$ cat config.mk
export PLATFORM = sky130hd
export DESIGN_NAME = rcvr_drain_ctrl
export DESIGN_NICKNAME = d
export VERILOG_FILES = /design/src/rtl/rcvr_drain_ctrl.sv
export SDC_FILE = /design/constraint.sdc
export NUM_CORES = 1
export LEC_CHECK = 0
export ABC_CLOCK_PERIOD_IN_PS = 1800
export CAP_MARGIN = 10
export CORE_MARGIN = 2
export CORE_UTILIZATION = 47
export DETAILED_ROUTE_END_ITERATION = 8
export GPL_TIMING_DRIVEN = 0
export PLACE_DENSITY = 0.72
export SYNTH_ARGS = -nofsm -noshare
export SYNTH_HDL_FRONTEND = slang
export SYNTH_SLANG_ARGS = --single-unit
$ cat constraint.sdc
create_clock -name clock_i -period 1.8 [get_ports clock_i]
set_clock_uncertainty 0.2 [all_clocks]
set_input_delay 0.54 -clock clock_i [delete_from_list [all_inputs] [get_ports clock_i]]
set_output_delay 0.54 -clock clock_i [all_outputs]
set_load 0.02 [all_outputs]
$ cat src/rtl/rcvr_drain_ctrl.sv
// rcvr_drain_ctrl
// Services a serial frame receiver. When the receiver has a byte ready,
// the byte is captured into a small circular FIFO and acknowledged with a
// one-cycle rx_reading_o pulse. A downstream consumer drains the FIFO over
// a valid/pop interface. Two saturating counters track bytes dropped on a
// full FIFO and bytes captured while the receiver flagged an overrun.
//
// Ports
//   clock_i          single clock, rising edge
//   reset_i          asynchronous active-high reset
//   enable_i         0 = leave new bytes in the receiver
//   rx_ready_i       receiver has a byte
//   rx_overrun_i     receiver lost a byte before this one was read
//   rx_data_i        receiver byte
//   rx_reading_o     acknowledge to the receiver (one cycle per byte)
//   out_valid_o      FIFO not empty
//   out_data_o       FIFO head byte, 8'h00 when empty
//   out_pop_i        consumer takes the head byte
//   fifo_count_o     occupied FIFO entries
//   drop_count_o     bytes discarded on a full FIFO (saturating)
//   overrun_count_o  bytes captured with rx_overrun_i set (saturating)
//   clear_counts_i   synchronous clear of both counters
module rcvr_drain_ctrl #(
    parameter int DEPTH = 4,
    parameter int CW    = 8
) (
    input  logic                     clock_i,
    input  logic                     reset_i,
    input  logic                     enable_i,
    input  logic                     rx_ready_i,
    input  logic                     rx_overrun_i,
    input  logic [7:0]               rx_data_i,
    output logic                     rx_reading_o,
    output logic                     out_valid_o,
    output logic [7:0]               out_data_o,
    input  logic                     out_pop_i,
    output logic [$clog2(DEPTH):0]   fifo_count_o,
    output logic [CW-1:0]            drop_count_o,
    output logic [CW-1:0]            overrun_count_o,
    input  logic                     clear_counts_i
);

    localparam int AW = $clog2(DEPTH);
    localparam logic [AW:0] FULL = (AW+1)'(DEPTH);

    typedef enum logic {IDLE, ACK} state_t;

    state_t          state_q;
    logic [7:0]      mem_q [DEPTH];
    logic [AW-1:0]   wr_ptr_q, rd_ptr_q;
    logic [AW:0]     count_q;
    logic [CW-1:0]   drop_q, ovr_q;

    logic capture, pop, push, drop;

    // No capture while acknowledging: the receiver only drops ready at the
    // end of the ACK cycle, so sampling it there would double-capture.
    assign capture = (state_q == IDLE) && enable_i && rx_ready_i;
    assign pop     = out_pop_i && (count_q != '0);
    // A pop on the capture edge frees the slot the push needs.
    assign push    = capture && ((count_q != FULL) || pop);
    assign drop    = capture && !push;

    always_ff @(posedge clock_i or posedge reset_i) begin
        if (reset_i) begin
            state_q  <= IDLE;
            wr_ptr_q <= '0;
            rd_ptr_q <= '0;
            count_q  <= '0;
            drop_q   <= '0;
            ovr_q    <= '0;
        end else begin
            case (state_q)
                IDLE:    state_q <= capture ? ACK : IDLE;
                default: state_q <= IDLE;
            endcase

            if (push) wr_ptr_q <= wr_ptr_q + AW'(1);
            if (pop)  rd_ptr_q <= rd_ptr_q + AW'(1);

            case ({push, pop})
                2'b10:   count_q <= count_q + (AW+1)'(1);
                2'b01:   count_q <= count_q - (AW+1)'(1);
                default: count_q <= count_q;
            endcase

            if (clear_counts_i)
                drop_q <= '0;
            else if (drop && (drop_q != '1))
                drop_q <= drop_q + CW'(1);

            if (clear_counts_i)
                ovr_q <= '0;
            else if (capture && rx_overrun_i && (ovr_q != '1))
                ovr_q <= ovr_q + CW'(1);
        end
    end

    // Storage is deliberately left out of reset.
    always_ff @(posedge clock_i) begin
        if (push) mem_q[wr_ptr_q] <= rx_data_i;
    end

    assign rx_reading_o    = (state_q == ACK);
    assign out_valid_o     = (count_q != '0);
    assign out_data_o      = out_valid_o ? mem_q[rd_ptr_q] : 8'h00;
    assign fifo_count_o    = count_q;
    assign drop_count_o    = drop_q;
    assign overrun_count_o = ovr_q;

endmodule

==> reports/results.md <==
Worst setup path
• FF-to-FF Start: fifo_count_o[1]$_DFFE_PP0P_
• depth of the most critical reg-to-reg path: 5
• cells along the critical path: buf_8 -> mux4_2 -> nor2b_1 -> buf_2
• crit-path max FO: 5
• kind of critical path: flip-flop to output port
• endpoint required time on the critical path: 1.06 ns
• Critical Path End Type: output port
• Worst path slowest cell: mux4_2
• longest individual stage delay on the worst path: 0.49 ns
• Critical R2R Capture: drop_count_o[5]$_DFFE_PP0P_
• flop-to-flop setup slack: -0.30 ns
• startpoint class of the critical path: flip-flop
• arrival time worst endpoint: 1.61 ns

Synthesis
• Yosys cell types: 44
• flops & latches, synth: 56
• number of synthesized flops with an enable pin: 32
• mapped cell area: 2560 um2
• commonest register cell after synthesis: edfxtp_1
• number of warnings printed during yosys synthesis: 0
• syn avg cell area: 13.7 um2
• sequential-to-total area share from yosys stat: 61.1%
• post-synthesis net count: 208
• async set or reset register ratio after synthesis: 42.9%
• gate count after technology mapping: 186

Route
• DRC violation count after routing: 0
• Initial DRT Pass Iterations: 4
• vias post-DR: 1802
• final wirelength: 5.62 mm
• number of design-rule violations left by the first detailed-router iteration: 108
• per-cell routed wire length: 16.7 um
• post-route ant nets: 0
• via/cell ratio: 5.36

STA
• min Tclk post-route: 2.35 ns
• highest attainable clock frequency: 425 MHz
• Worst Setup Slack, final: -0.554 ns
• setup repair after global routing missed its margin: true
• Final Slew Violations: 0
• final total negative setup slack: -10.66 ns
• transition time at the pin with the least slew margin: 0.546 ns
• final clock period utilization by the worst path: 131%
• Max-Slew Margin vs Limit: 63.5%
• setup-violating endpoint count in the final report: 54
• number of hold violations in the final report: 0

Global routing
• maximum number of pins on one net before global-route repair: 25
• global-route wire length before repair: 9.13 mm
• total routing resource utilization after global routing: 19.4%
• leftover overflow at the end of global routing: 0
• initial antenna violation count: 0
• number of global-route vias before repair: 1887

Clocking
• number of H-tree branching levels: 2
• clock latency of the later-clocked register in the worst-skew pair: 0.30 ns
• clk slew on worst S/H paths: 0.09 ns
• cell at the root of the clock tree: clkbuf_8
• number of sinks handled by clock tree synthesis: 56
• TritonCTS buffer count: 5
• Max Buffers Root-to-Sink: 2
• hold_buf cts: 0
• TritonCTS clock tree: done

Power
• maximum vdd drop: 0.000610 V
• Leak: 1.42 nW
• sum of internal, switching and leakage power: 0.00422 W
• ratio of total power to cell area: 1160 nW/um2

Min path
• destination of the worst hold path: drop_count_o[5]$_DFFE_PP0P_
• origin of the worst min-delay path: drop_count_o[5]$_DFFE_PP0P_
• hold depth: 2
• Worst Hold Class: flip-flop to flip-flop

Cells and area
• final net count: 287
• Area growth syn-to-layout: 41.8%
• count of antenna diodes in the layout: 0
• most common cell after layout, fill and taps aside: edfxtp_1
• number of standard cells in the layout, taps in and fillers out: 336
• Reg area: 1580 um2
• commonest non-fill, non-tap cells in the layout: edfxtp_1 (32), buf_4 (19), buf_6 (17)
• multi-input gate area in the final layout: 1150 um2
• fillcell total: 355
• layout cells sized above 1: 49.6%
• post-route cell area: 3620 um2

Floorplanning
• boundary pin count: 44
• Placement Rows: 26
• die footprint: 6040 um2
• Die Width: 77.7 um
• starting utilization of the core area: 49.4%
• vertical extent of the die: 77.7 um
• Floorplan Core Area: 5170 um2

Placement
• Post-DP Area: 3110 um2
• worst-case setup slack after placement: -0.912 ns
• buffers added on ports: 42
• global placement routability congestion: 0.781
• Post-Place Cells: 298
• half-perimeter wire length after detailed placement: 3.30 mm

Run status
• run status: finished with violations
• failing checks: negative setup slack

Flow run
• number of violations of the max-capacitance limit: 0

==> critical path: cells and delay by family (launching register included) <==
kind | cells | cell delay, ns
buffers and inverters | 2 | 0.29
DFF | 1 | 0.40
and+or+nand+nor | 1 | 0.14
muxes | 1 | 0.49
==> synth_stat cells (2+ instances only) <==
| cell | instances | area (um2) |
|---|---|---|
| o211ai_1 | 4 | 30.0 |
| mux2i_1 | 3 | 30.0 |
| a21oi_1 | 7 | 35.0 |
| or3_1 | 2 | 12.5 |
| o21ai_0 | 7 | 35.0 |
| nand4_1 | 3 | 18.8 |
| nor2_1 | 10 | 37.5 |
| nand3_1 | 5 | 25.0 |
| inv_1 | 9 | 33.8 |
| xnor2_1 | 5 | 43.8 |
| mux4_2 | 8 | 180 |
| nor3_1 | 4 | 20.0 |
| clkbuf_1 | 2 | 7.51 |
| nand2_1 | 10 | 37.5 |
| xor2_1 | 5 | 43.8 |
| or4_1 | 2 | 15.0 |
| dfrtp_1 | 24 | 601 |
| ha_1 | 6 | 75.1 |
| and2_1 | 4 | 25.0 |
| o31ai_1 | 3 | 22.5 |
| edfxtp_1 | 32 | 961 |
| nor2b_1 | 9 | 56.3 |
==> cell families after synthesis <==
family	count (synthesis)	share of synthesized area, %
buffers and inverters	14	2.10
multiplexers	12	8.66
adder cells (fa/ha/maj)	7	3.72
flip-flops	56	61.1
AO/OA/AOI/OAI	27	7.29
AND/OR/NAND/NOR	60	13.7
XOR/XNOR	10	3.43
==> routing by layer <==
metal  vias up  wire, um  global-route usage [%]
li1        851         -                       -
met1       914      2470                    25.0
met2        33      2950                    33.1
met3         4       144                    4.30
met4         0        49                    5.00
met5         -         0                       0
==> worst max-delay path by stage <==
stage / to / slack, ns / cells after the start / startpoint
4_1_cts: out_data_o[2] / -0.64 / 5 / rd_ptr_q[0]$_DFFE_PP0P_
3_3_place_gp: mem_q[0][0]$_DFFE_PP_ / -0.90 / 4 / out_pop_i
3_5_place_dp: mem_q[2][4]$_DFFE_PP_ / -0.91 / 4 / out_pop_i
6_report: out_data_o[3] / -0.55 / 4 / rd_ptr_q[0]$_DFFE_PP0P_
2_1_floorplan: drop_count_o[5]$_DFFE_PP0P_ / -0.13 / 4 / fifo_count_o[0]$_DFFE_PP0P_
5_1_grt: out_data_o[1] / -0.63 / 4 / rd_ptr_q[0]$_DFFE_PP0P_
==> cell type report <==
class / count / area share, %
buffer: 3 / 0.622
clock buffer: 7 / 2.11
clock inverter: 1 / 0.242
inverter: 10 / 1.28
multi-input combinational: 116 / 31.8
sequential: 56 / 43.5
tap: 70 / 2.42
timing repair buffer: 73 / 18.0
==> where the power goes <==
group          leakage (nW)  internal, W  switching (W)  total, W
logic                 0.785      0.00102       0.000860   0.00188
clock network        0.0424     0.000279       0.000379  0.000657
registers             0.593      0.00152       0.000161   0.00168
==> timing repair <==
action                                  4_1_cts  5_1_grt
gates cloned                                  1        0
pin swaps                                    23       19
setup buffers                                21       12
endpoints found under the setup margin       78       84
gates resized for setup                     135       56
==> through the flow <==
| stage | hold WS, ns | utilization, % |
|---|---|---|
| after floorplan | 0.354 | - |
| after global placement | 0.343 | 60.2 |
| after detailed placement | 0.350 | 60.2 |
| after CTS | 0.376 | 67.1 |
| after global routing | 0.415 | 70.1 |
| final | 0.399 | 70.1 |
==> state kept, by name, summed over array words and instances, names as in the netlist <==
signal,count
wr_ptr_q,2
drop_count_o,8
mem_q,32
rd_ptr_q,2
fifo_count_o,3
overrun_count_o,8
rx_reading_o,1
Power figures use the tool's default switching activity.
